File: src/rtl/timer_sched.sv
// Round-robin scheduler sharing one interval counter among NREQ requesters.
// Each grant runs the counter for max(len,1) cycles, then pulses o_done for the owner.
module timer_sched #(
  parameter int NREQ  = 4,
  parameter int WIDTH = 8
) (
  input  logic                  clk,
  input  logic                  i_rst_n,
  input  logic [NREQ-1:0]       i_req,
  input  logic [NREQ*WIDTH-1:0] i_len,
  output logic [NREQ-1:0]       o_gnt,
  output logic                  o_busy,
  output logic [NREQ-1:0]       o_done,
  output logic [WIDTH-1:0]      o_cnt
);

  localparam int IW = (NREQ > 1) ? $clog2(NREQ) : 1;

  typedef enum logic [1:0] {S_IDLE, S_RUN, S_DONE} state_e;

  state_e             state_q;
  logic [IW-1:0]      ptr_q;
  logic [IW-1:0]      idx_q;
  logic [WIDTH-1:0]   len_q;
  logic [WIDTH-1:0]   cnt_q;
  logic [NREQ-1:0]    gnt_q;
  logic [NREQ-1:0]    done_q;

  logic               sel_vld;
  logic [IW-1:0]      sel_idx;
  logic [NREQ-1:0]    sel_gnt;
  logic [WIDTH-1:0]   sel_len;
  logic [WIDTH-1:0]   last_cnt;

  // Circular search starting just after the last-served index.
  always_comb begin
    logic [IW-1:0] cand;
    // NOTE: every always_comb output gets a default first so no path leaves it unassigned (no latch).
    sel_vld = 1'b0;
    sel_idx = '0;
    sel_gnt = '0;
    sel_len = '0;
    cand    = '0;
    for (int off = 1; off <= NREQ; off++) begin
      cand = IW'((int'(ptr_q) + off) % NREQ);
      if (!sel_vld && i_req[cand]) begin
        sel_vld = 1'b1;
        sel_idx = cand;
      end
    end
    for (int k = 0; k < NREQ; k++) begin
      if (sel_idx == IW'(k)) begin
        sel_gnt[k] = sel_vld;
        sel_len    = i_len[k*WIDTH +: WIDTH];
      end
    end
  end

  // A zero length is run as a single cycle.
  assign last_cnt = (len_q == '0) ? '0 : len_q - WIDTH'(1);

  always_ff @(posedge clk or negedge i_rst_n) begin
    if (!i_rst_n) begin
      state_q <= S_IDLE;
      ptr_q   <= IW'(NREQ - 1);
      idx_q   <= '0;
      len_q   <= '0;
      cnt_q   <= '0;
      gnt_q   <= '0;
      done_q  <= '0;
    end else begin
      // NOTE: sequential state uses non-blocking assignments so every register samples pre-edge values.
      done_q <= '0;
      unique case (state_q)
        S_IDLE: begin
          if (sel_vld) begin
            idx_q   <= sel_idx;
            len_q   <= sel_len;
            cnt_q   <= '0;
            gnt_q   <= sel_gnt;
            state_q <= S_RUN;
          end
        end
        S_RUN: begin
          if (!i_req[idx_q]) begin
            state_q <= S_IDLE;
            gnt_q   <= '0;
            cnt_q   <= '0;
            ptr_q   <= idx_q;
          end else if (cnt_q == last_cnt) begin
            state_q <= S_DONE;
            cnt_q   <= '0;
            done_q  <= gnt_q;
          end else begin
            cnt_q <= cnt_q + WIDTH'(1);
          end
        end
        S_DONE: begin
          ptr_q   <= idx_q;
          gnt_q   <= '0;
          state_q <= S_IDLE;
        end
        default: state_q <= S_IDLE;
      endcase
    end
  end

  assign o_gnt  = gnt_q;
  assign o_busy = (state_q != S_IDLE);
  assign o_done = done_q;
  assign o_cnt  = cnt_q;

endmodule

File: config.mk
export PLATFORM = sky130hd
export DESIGN_NAME = timer_sched
export DESIGN_NICKNAME = d
export VERILOG_FILES = /design/src/rtl/timer_sched.sv
export SDC_FILE = /design/constraint.sdc
export NUM_CORES = 1
export LEC_CHECK = 0
export ABC_AREA = 1
export CAP_MARGIN = 20
export CORE_MARGIN = 2
export CORE_UTILIZATION = 54
export CTS_BUF_LIST = sky130_fd_sc_hd__clkbuf_16
export CTS_CLUSTER_SIZE = 12
export DETAILED_ROUTE_END_ITERATION = 6
export GPL_TIMING_DRIVEN = 0
export PLACE_DENSITY = 0.86
export SETUP_SLACK_MARGIN = 0.02
export SYNTH_ARGS = -nofsm -noshare
export SYNTH_HDL_FRONTEND = slang
export SYNTH_SLANG_ARGS = --single-unit
File: constraint.sdc
create_clock -name clk -period 3.1 [get_ports clk]
set_input_delay 0.465 -clock clk [delete_from_list [all_inputs] [get_ports clk]]
set_output_delay 0.465 -clock clk [all_outputs]
set_load 0.03 [all_outputs]
==> results of run 1 <==
critical path, cell delays in order, from the launching register on:
cell and delay, ps:
dfrtp_1 410, inv_1 90, ha_1 220, inv_1 110
clkdlybuf4s50_1 680
final cells by class:
cell class                 count  area share [%]
buffer                         7            2.11
multi-input combinational    255            41.9
sequential                    30            24.4
timing repair buffer          55            18.0
inverter                      49            6.13
clock inverter                 3            1.30
clock buffer                   5            4.06
tap                           50            2.03
worst paths after layout:
kind | from | end | slack, ps | cells past startpoint
hold reg to reg | state_q[1] | state_q[1] | 510 | 2
hold / removal | state_q[1] | state_q[1] | 510 | 2
setup / recovery | state_q[0] | o_busy | 850 | 4
min in group asynchronous | i_rst_n | o_done[0] | 610 | 1
max in group asynchronous | i_rst_n | ptr_q[0] | 1870 | 2
setup reg to reg | len_q[0] | state_q[0] | 990 | 15
registers in the layout (all words and copies together) (netlist names):
register	count
idx_q	2
o_cnt	8
o_done	4
state_q	2
o_gnt	4
ptr_q	2
len_q	8
power by group through the flow:
| stage | registers, uW | clock network [uW] | logic, uW |
|---|---|---|---|
| finish | 636 | 538 | 2210 |
| global placement | 633 | 0 | 2120 |
| detailed placement | 642 | 0 | 2190 |
| global route | 654 | 570 | 2500 |
| CTS | 637 | 546 | 2210 |
| floorplan | 668 | 0 | 1660 |
kinds of logic after synthesis:
family	count (synthesis)	synth area share (%)
AO/OA/AOI/OAI	31	7.07
XOR/XNOR	8	3.05
adder cells (fa/ha/maj)	6	3.26
buffers and inverters	56	11.0
flip-flops	30	32.7
AND/OR/NAND/NOR	210	42.8
through the flow:
step	instance area (um^2)	total power (uW)	utilization, %
floorplan	2300	2320	-
global placement	2900	2750	71.6
detailed placement	2920	2830	71.9
CTS	3080	3390	76.0
global route	3080	3720	76.0
finish	3080	3380	76.0
cells in the mapped netlist, drive strengths merged, types with 2 or more instances:
cell type,n
buf,7
dfrtp,28
xor2,8
a21oi,9
ha,6
inv,49
dfstp,2
nand4,13
nor3,6
nand2,118
nand3,44
o21ai,19
nor2,28
layer usage:
layer	vias up	wire length, um	GRT usage [%]
met5	-	0	0
met4	0	91	8.50
met3	9	263	4.36
met2	77	2650	42.6
met1	1066	2400	29.9
li1	1215	-	-
cell usage in the layout, fill, tap and decap left out:
master,n
buf_6,4
buf_2,1
nand4_1,12
nor3_1,6
xor2_1,8
or2_1,1
clkdlybuf4s50_1,54
clkinv_2,2
nor2_2,2
o21ai_1,1
inv_2,6
o21ai_0,18
nand4_2,1
o21bai_1,1
bufinv_16,1
nand2_2,12
nor2_4,1
buf_4,2
dfstp_2,2
nand3_1,43
dfrtp_1,28
nand3_2,1
o211ai_1,1
nor2_8,1
a21oi_1,9
nand2_1,102
nor2_1,24
a21boi_1,1
nand2_4,4
inv_6,1
ha_1,6
clkbuf_16,5
buf_8,1
inv_1,42
==> results.ini, run 1 <==
[run_status]
status=completed

[floorplanning]
dieArea_um2=4800
row_count=23
core_area_um2=4060
io_pins=55
dieHeight_um=69.3
start_util_pct=56.7
die_w_um=69.3

[timing]
timing.hold.ws_ps=513
slew-limit-headroom_pct=53.8
finalClockSkew_ps=5.66
tns_ps=0
timing.final.crit_share_pct=72.4
hold_violations=0
tightest_slew_ps=691
fin_crit_ps=2250
setup_viol=0
drv_slew=0
timing.final.ws_setup_ps=855
grt_setup_unrepaired=false
fmaxAchievable_mhz=445

[route]
ant_nets=0
viasPerCell=5.21
first_iter_violations=99
wl_per_cell_um=11.9
vias=2367
dr.pass1.iters=6
wl_mm=5.40
drc_errors=0

[cells_and_area]
fillCellCount=323
instances_no_fill=454
diodes=0
syn_to_final_growth_pct=34.0
regArea_um2=753
fin_nets=447
drive_gt1_share_pct=11.6
multi_input_area_um2=1290

[job]
max_cap_violations=0

[synthesis]
syn_avg_cell_area_um2=6.75
netlist_area_um2=2300
synthCells=341
syn-num-nets=385
yosysWarnings=0
synth_edf_count=0
synth_top_area_share_pct=30.5
yosysTopAreaCell=dfrtp_1
synth.distinct_cells=29
ys_seq_area_share_pct=32.7
synth_seq_cells=30
synth_area_leaders=dfrtp_1 30%, nand2_1 17%, nand3_1 9.4%, inv_1 6.9%, o21ai_0 3.9%
ys.flop_type=dfrtp_1
async_flop_share_pct=100

[critical_path]
critPathKind=flip-flop to output port
cp.required_ps=2630
end_kind=output port
startpoint_type=flip-flop
path_max_fanout=4
cp.arrival_ps=1780

[power_and_ir_drop]
ir_drop_v=0.000703
p_seq_share_pct=18.8
leakage_uw=0.00153
p_sw_share_pct=49.6
p_clk_share_pct=15.9
p_per_area_nw_per_um2=1100
p_switching_uw=1680
power.internal_uw=1700
comb_power_share_pct=65.3

[global_routing]
grt.overflow.total=0
antenna_found_initial=0
grt_pass1_wl_mm=9.64
grt_max_degree=17
grt_usage_pct=24.3
grt_pass1_vias=2283

[min_path]
hp-class=flip-flop to flip-flop

[clock_tree]
hold_buffers=0
cts_tree=built
clk_path_buf_depth=2
htreeDepth=2
clk_pin_slew_ps=50
cts.sinks=30
cts_resized=0
cts_setup_buffers=0
numCtsBuffers=5
cts-root-buf=clkbuf_16
clkLatencyLatePin_ps=270

[placement]
hpwl_mm=4.29
dp_slack_ps=765
placed_cells=446
place.gp.congestion=0.863
io_buffers=54

Note: power is estimated with default switching activity, not from simulation.
==> run 2: changes to the inputs <==
Settings changed: CORE_UTILIZATION 54 to 50, PLACE_DENSITY 0.86 to 0.8.
Clock period 3.1 ns to 2.2 ns, I/O delays scaled along.
==> results.ini, run 2 (synthesized netlist as in run 1, its figures left out) <==
[floorplanning]
dieArea_um2=5160
core_area_um2=4380
start_util_pct=52.5
io_pins=55
die_w_um=71.8
dieHeight_um=71.8
row_count=24

[timing]
tns_ps=0
drv_slew=0
fmaxAchievable_mhz=484
tightest_slew_ps=795
setup_viol=0
fin_crit_ps=2060
timing.final.crit_share_pct=93.8
slew-limit-headroom_pct=46.8
finalClockSkew_ps=6.71
grt_setup_unrepaired=true
hold_violations=0
timing.final.ws_setup_ps=136

[route]
dr.max_layer_used=met4
wl_per_cell_um=12.8
wl_met3_um=333
wl_met2_mm=2.82
drc_errors=0
wl_met1_mm=2.60
wl_mm=5.92
first_iter_violations=177
ant_nets=0
dr.pass1.iters=5
vias=2452
viasPerCell=5.28

[clock_tree]
htreeDepth=2
clk_pin_slew_ps=50
hold_buffers=0
cts.sinks=30
cts_tree=built
clkLatencyLatePin_ps=280
cts-root-buf=clkbuf_16
clk_path_buf_depth=2
numCtsBuffers=5

[power_and_ir_drop]
leakage_uw=0.00159
power.internal_uw=2550
power.total_uw=5080
p_per_area_nw_per_um2=1580
comb_power_share_pct=67.1
p_switching_uw=2530
p_sw_share_pct=49.8
ir_drop_v=0.000945
p_seq_share_pct=17.7
p_clk_share_pct=15.2

[critical_path]
slowest_delay_ps=530
cpMostUsedCell=nand2_1
cp.required_ps=2370
cp.arrival_ps=2230
crit_chain=buf_6 -> inv_2 -> nand2_1 -> nand2_2 -> nand2_2 -> nand2_4 -> nor2_4 -> nand3_2 -> nand2_1 -> nand2_2 -> buf_8 -> buf_6 -> nand3_1 -> nand4_1 -> nand2_1 -> nand2_1
end_kind=flip-flop
critPathKind=flip-flop to flip-flop
path_max_fanout=10
startpoint_type=flip-flop
slowest_stage=dfstp_2
reg2reg_from=ptr_q[1]
cp-startpoint=ptr_q[1]

[global_routing]
grt_pass1_wl_mm=9.88
grt.overflow.total=0
grt_pass1_vias=2290
grt_usage_pct=23.6
antenna_found_initial=0
grt_max_degree=19

[placement]
dp_slack_ps=-7.63
hpwl_mm=4.24
place.gp.congestion=0.873
io_buffers=54

[cells_and_area]
syn_to_final_growth_pct=39.5
mostFrequentLayoutCells=101 x nand2_1, 53 x clkdlybuf4s50_1, 42 x inv_1
drive_gt1_share_pct=15.3
diodes=0
fin_nets=455
layout_commonest_cell=nand2_1

[min_path]
hold_start=len_q[0]
hp-class=flip-flop to flip-flop

[job]
max_cap_violations=0

[run_status]
status=completed

==> run 2: cell count changes in the layout (fill, tap and decap cells not counted), sizes merged <==
cell and delta:
clkdlybuf4s50 -1, inv +1, clkinv -2, nand2 +1
dlymetal6s2s +1, buf +7, clkinvlp +1
==> run 2: worst paths after layout <==
check | to | slack [ps] | cells after the start
hold reg to reg | len_q[0] | 500 | 2
setup reg to reg | len_q[0] | 140 | 16
min in group asynchronous | o_gnt[0] | 520 | 1
hold / removal | len_q[0] | 500 | 2
max in group asynchronous | len_q[6] | 1120 | 2
setup / recovery | len_q[0] | 140 | 16
==> run 2: per-stage QoR <==
| stage | cell area, um^2 | hold WS, ps | std cells | utilization [%] |
|---|---|---|---|---|
| floorplan | 2300 | 34.4 | 341 | - |
| CTS | 3090 | 508 | 456 | 70.4 |
| finish | 3210 | 504 | 464 | 73.2 |
| global placement | 2910 | 495 | 447 | 66.3 |
| global route | 3210 | 547 | 464 | 73.2 |
| detailed placement | 2920 | 492 | 448 | 66.6 |
==> run 2: power groups by stage <==
stage                     Sequential (uW)  Clock, uW  Combinational (uW)
after floorplan                       941          0                2330
after global placement                893          0                3000
after detailed placement              898          0                3080
after CTS                             893        773                3120
after global routing                  929        798                3840
final                                 897        773                3410
==> run 2: timing repair <==
| action | 4_1_cts | 5_1_grt |
|---|---|---|
| buffers inserted | 0 | 6 |
| endpoints found under the setup margin | 0 | 25 |
| resized for setup | 0 | 23 |
==> run 2: cell type report <==
cell class | instances | area (um^2)
Multi-Input combinational cell | 256 | 1350
Fill cell | 355 | 1170
Sequential cell | 30 | 753
Timing Repair Buffer | 62 | 608
Inverter | 49 | 191
Clock buffer | 5 | 125
Buffer | 7 | 75.1
Tap cell | 52 | 65.1
Clock inverter | 3 | 41.3
==> run 2: routing by layer <==
metal / vias up / track usage, %
li1: 1238 / -
met1: 1081 / 29.6
met2: 110 / 41.7
met3: 23 / 3.94
met4: 0 / 6.92
met5: - / 0
==> run 2: critical path: cells and delay by family (launching register included) <==
kind / cells / cell delay, ps
buffers and inverters: 4 / 480
flip-flops: 1 / 530
AND/OR/NAND/NOR: 12 / 950
==> run 3: changes to the inputs <==
Settings changed: CELL_PAD_IN_SITES_DETAIL_PLACEMENT set to 1, CELL_PAD_IN_SITES_GLOBAL_PLACEMENT set to 2, CORE_UTILIZATION 50 to 27, PLACE_DENSITY 0.8 to unset, PLACE_DENSITY_LB_ADDON set to 0.1, SLEW_MARGIN set to 20.
==> results.ini, run 3 (synthesized netlist as in run 1, its figures left out) <==
[route]
viasPerCell=4.65
dr.pass1.iters=4
first_iter_violations=51
wl_mm=7.14
ant_nets=0
drc_errors=0
vias=2448
wl_per_cell_um=13.5

[critical_path]
cp.required_ps=1870
reg2regPathDepth=15
critPathKind=flip-flop to output port
crit_chain=inv_1 -> ha_1 -> inv_1 -> clkdlybuf4s50_1
reg2reg_to=len_q[3]
startpoint_type=flip-flop
reg2reg_from=ptr_q[0]
cpMostUsedCell=inv_1
end_kind=output port
slowest_stage=clkdlybuf4s50_1
cp.arrival_ps=1770
path_max_fanout=3
reg2reg_setup_slack_ps=100
slowest_delay_ps=690

[power_and_ir_drop]
comb_power_share_pct=73.8
p_clk_share_pct=10.8
ir_drop_v=0.000651
p_switching_uw=2920
leakage_uw=0.00168
p_seq_share_pct=15.4
p_sw_share_pct=49.9
power.internal_uw=2930
p_per_area_nw_per_um2=1660

[min_path]
hp-class=input pin to asynchronous set/reset pin

[clock_tree]
clkLatencyLatePin_ps=270
clk_path_buf_depth=2
htreeDepth=2
cts.sinks=30
numCtsBuffers=5
cts_tree=built
hold_buffers=0
cts-root-buf=clkbuf_16
clk_pin_slew_ps=50

[placement]
dp_slack_ps=-128
io_buffers=54
placement.cell_area_um2=2970
hpwl_mm=5.30
place.gp.congestion=0.776
placed_cells=500

[timing]
slew-limit-headroom_pct=54.2
hold_violations=0
finalClockSkew_ps=6.25
timing.final.ws_setup_ps=97.2
tightest_slew_ps=688
tns_ps=0
grt_setup_unrepaired=true
drv_slew=0
fin_crit_ps=2100
setup_viol=0
timing.final.crit_share_pct=95.6
fmaxAchievable_mhz=476

[global_routing]
grt_pass1_wl_mm=11.2
grt_max_degree=31
antenna_found_initial=0
grt_pass1_vias=2306
grt_usage_pct=15.5
grt.overflow.total=0

[cells_and_area]
final_cell_area_um2=3510
instances_no_fill=527
fin_nets=465
layout_commonest_cell=nand2_1
fillCellCount=1041
syn_to_final_growth_pct=52.7
regArea_um2=753
multi_input_area_um2=1490
final_util_pct=42.5
drive_gt1_share_pct=21.1
diodes=0
mostFrequentLayoutCells=94 x nand2_1, 53 x clkdlybuf4s50_1, 42 x inv_1

[run_status]
status=completed

[floorplanning]
die_w_um=96.3
core_area_um2=8260
dieArea_um2=9280
start_util_pct=27.9
io_pins=55
dieHeight_um=96.3
row_count=33

[job]
max_cap_violations=0

[run 3: changes by cell type in the layout (fill, tap and decap cells not counted), sizes merged]
| cell | before | now |
|---|---|---|
| clkbuf | 5 | 8 |
| clkinvlp | 1 | 0 |
| bufinv | 1 | 0 |
| buf | 15 | 23 |
| dlymetal6s2s | 1 | 0 |
| clkinv | 0 | 1 |
| inv | 50 | 51 |
[run 3: area by class of cell]
cell class | count | share of cell area, %
Sequential cell | 30 | 21.4
Buffer | 7 | 2.67
Clock buffer | 5 | 3.56
Inverter | 49 | 5.88
Clock inverter | 3 | 0.321
Tap cell | 105 | 3.74
Timing Repair Buffer | 72 | 20.0
Multi-Input combinational cell | 256 | 42.4
[run 3: worst max-delay path by stage]
stage | slack (ps) | start | depth (start not counted) | to
4_1_cts | 30 | len_q[1] | 15 | state_q[0]
3_5_place_dp | -130 | i_req[2] | 12 | o_gnt[0]
5_1_grt | -90 | ptr_q[0] | 15 | len_q[3]
6_report | 100 | state_q[1] | 4 | o_busy
2_1_floorplan | 360 | ptr_q[0] | 16 | len_q[0]
3_3_place_gp | -90 | i_req[2] | 16 | len_q[7]
[run 3: per-stage QoR]
stage          total power (uW)  hold WS [ps]
2_1_floorplan              3270          34.4
3_3_place_gp               4090           497
3_5_place_dp               4150           427
4_1_cts                    4810           139
5_1_grt                    6470           153
6_report                   5850           103
[run 3: routing by layer]
| layer | vias to the layer above | wire, um | global-route usage, % |
|---|---|---|---|
| met4 | 0 | 66 | 3.87 |
| met3 | 5 | 303 | 2.98 |
| met2 | 60 | 3450 | 25.6 |
| li1 | 1250 | - | - |
| met1 | 1133 | 3320 | 20.9 |
| met5 | - | 0 | 0 |
[run 3: worst max-delay path, delay by kind of cell (launching register included)]
| kind | cells | cell delay, ps |
|---|---|---|
| adders and majority gates | 1 | 210 |
| buffers and inverters | 3 | 910 |
| DFF | 1 | 380 |
[run 3: repair_timing]
item / 4_1_cts / 5_1_grt
endpoints found under the setup margin: 0 / 25
gates resized for setup: 0 / 63
buffers inserted: 0 / 16
[run 3: power groups by stage]
| stage | logic, uW | clock network (uW) | registers, uW |
|---|---|---|---|
| finish | 4310 | 630 | 903 |
| floorplan | 2330 | 0 | 941 |
| global placement | 3190 | 0 | 899 |
| global route | 4850 | 679 | 936 |
| detailed placement | 3250 | 0 | 904 |
| CTS | 3260 | 652 | 893 |
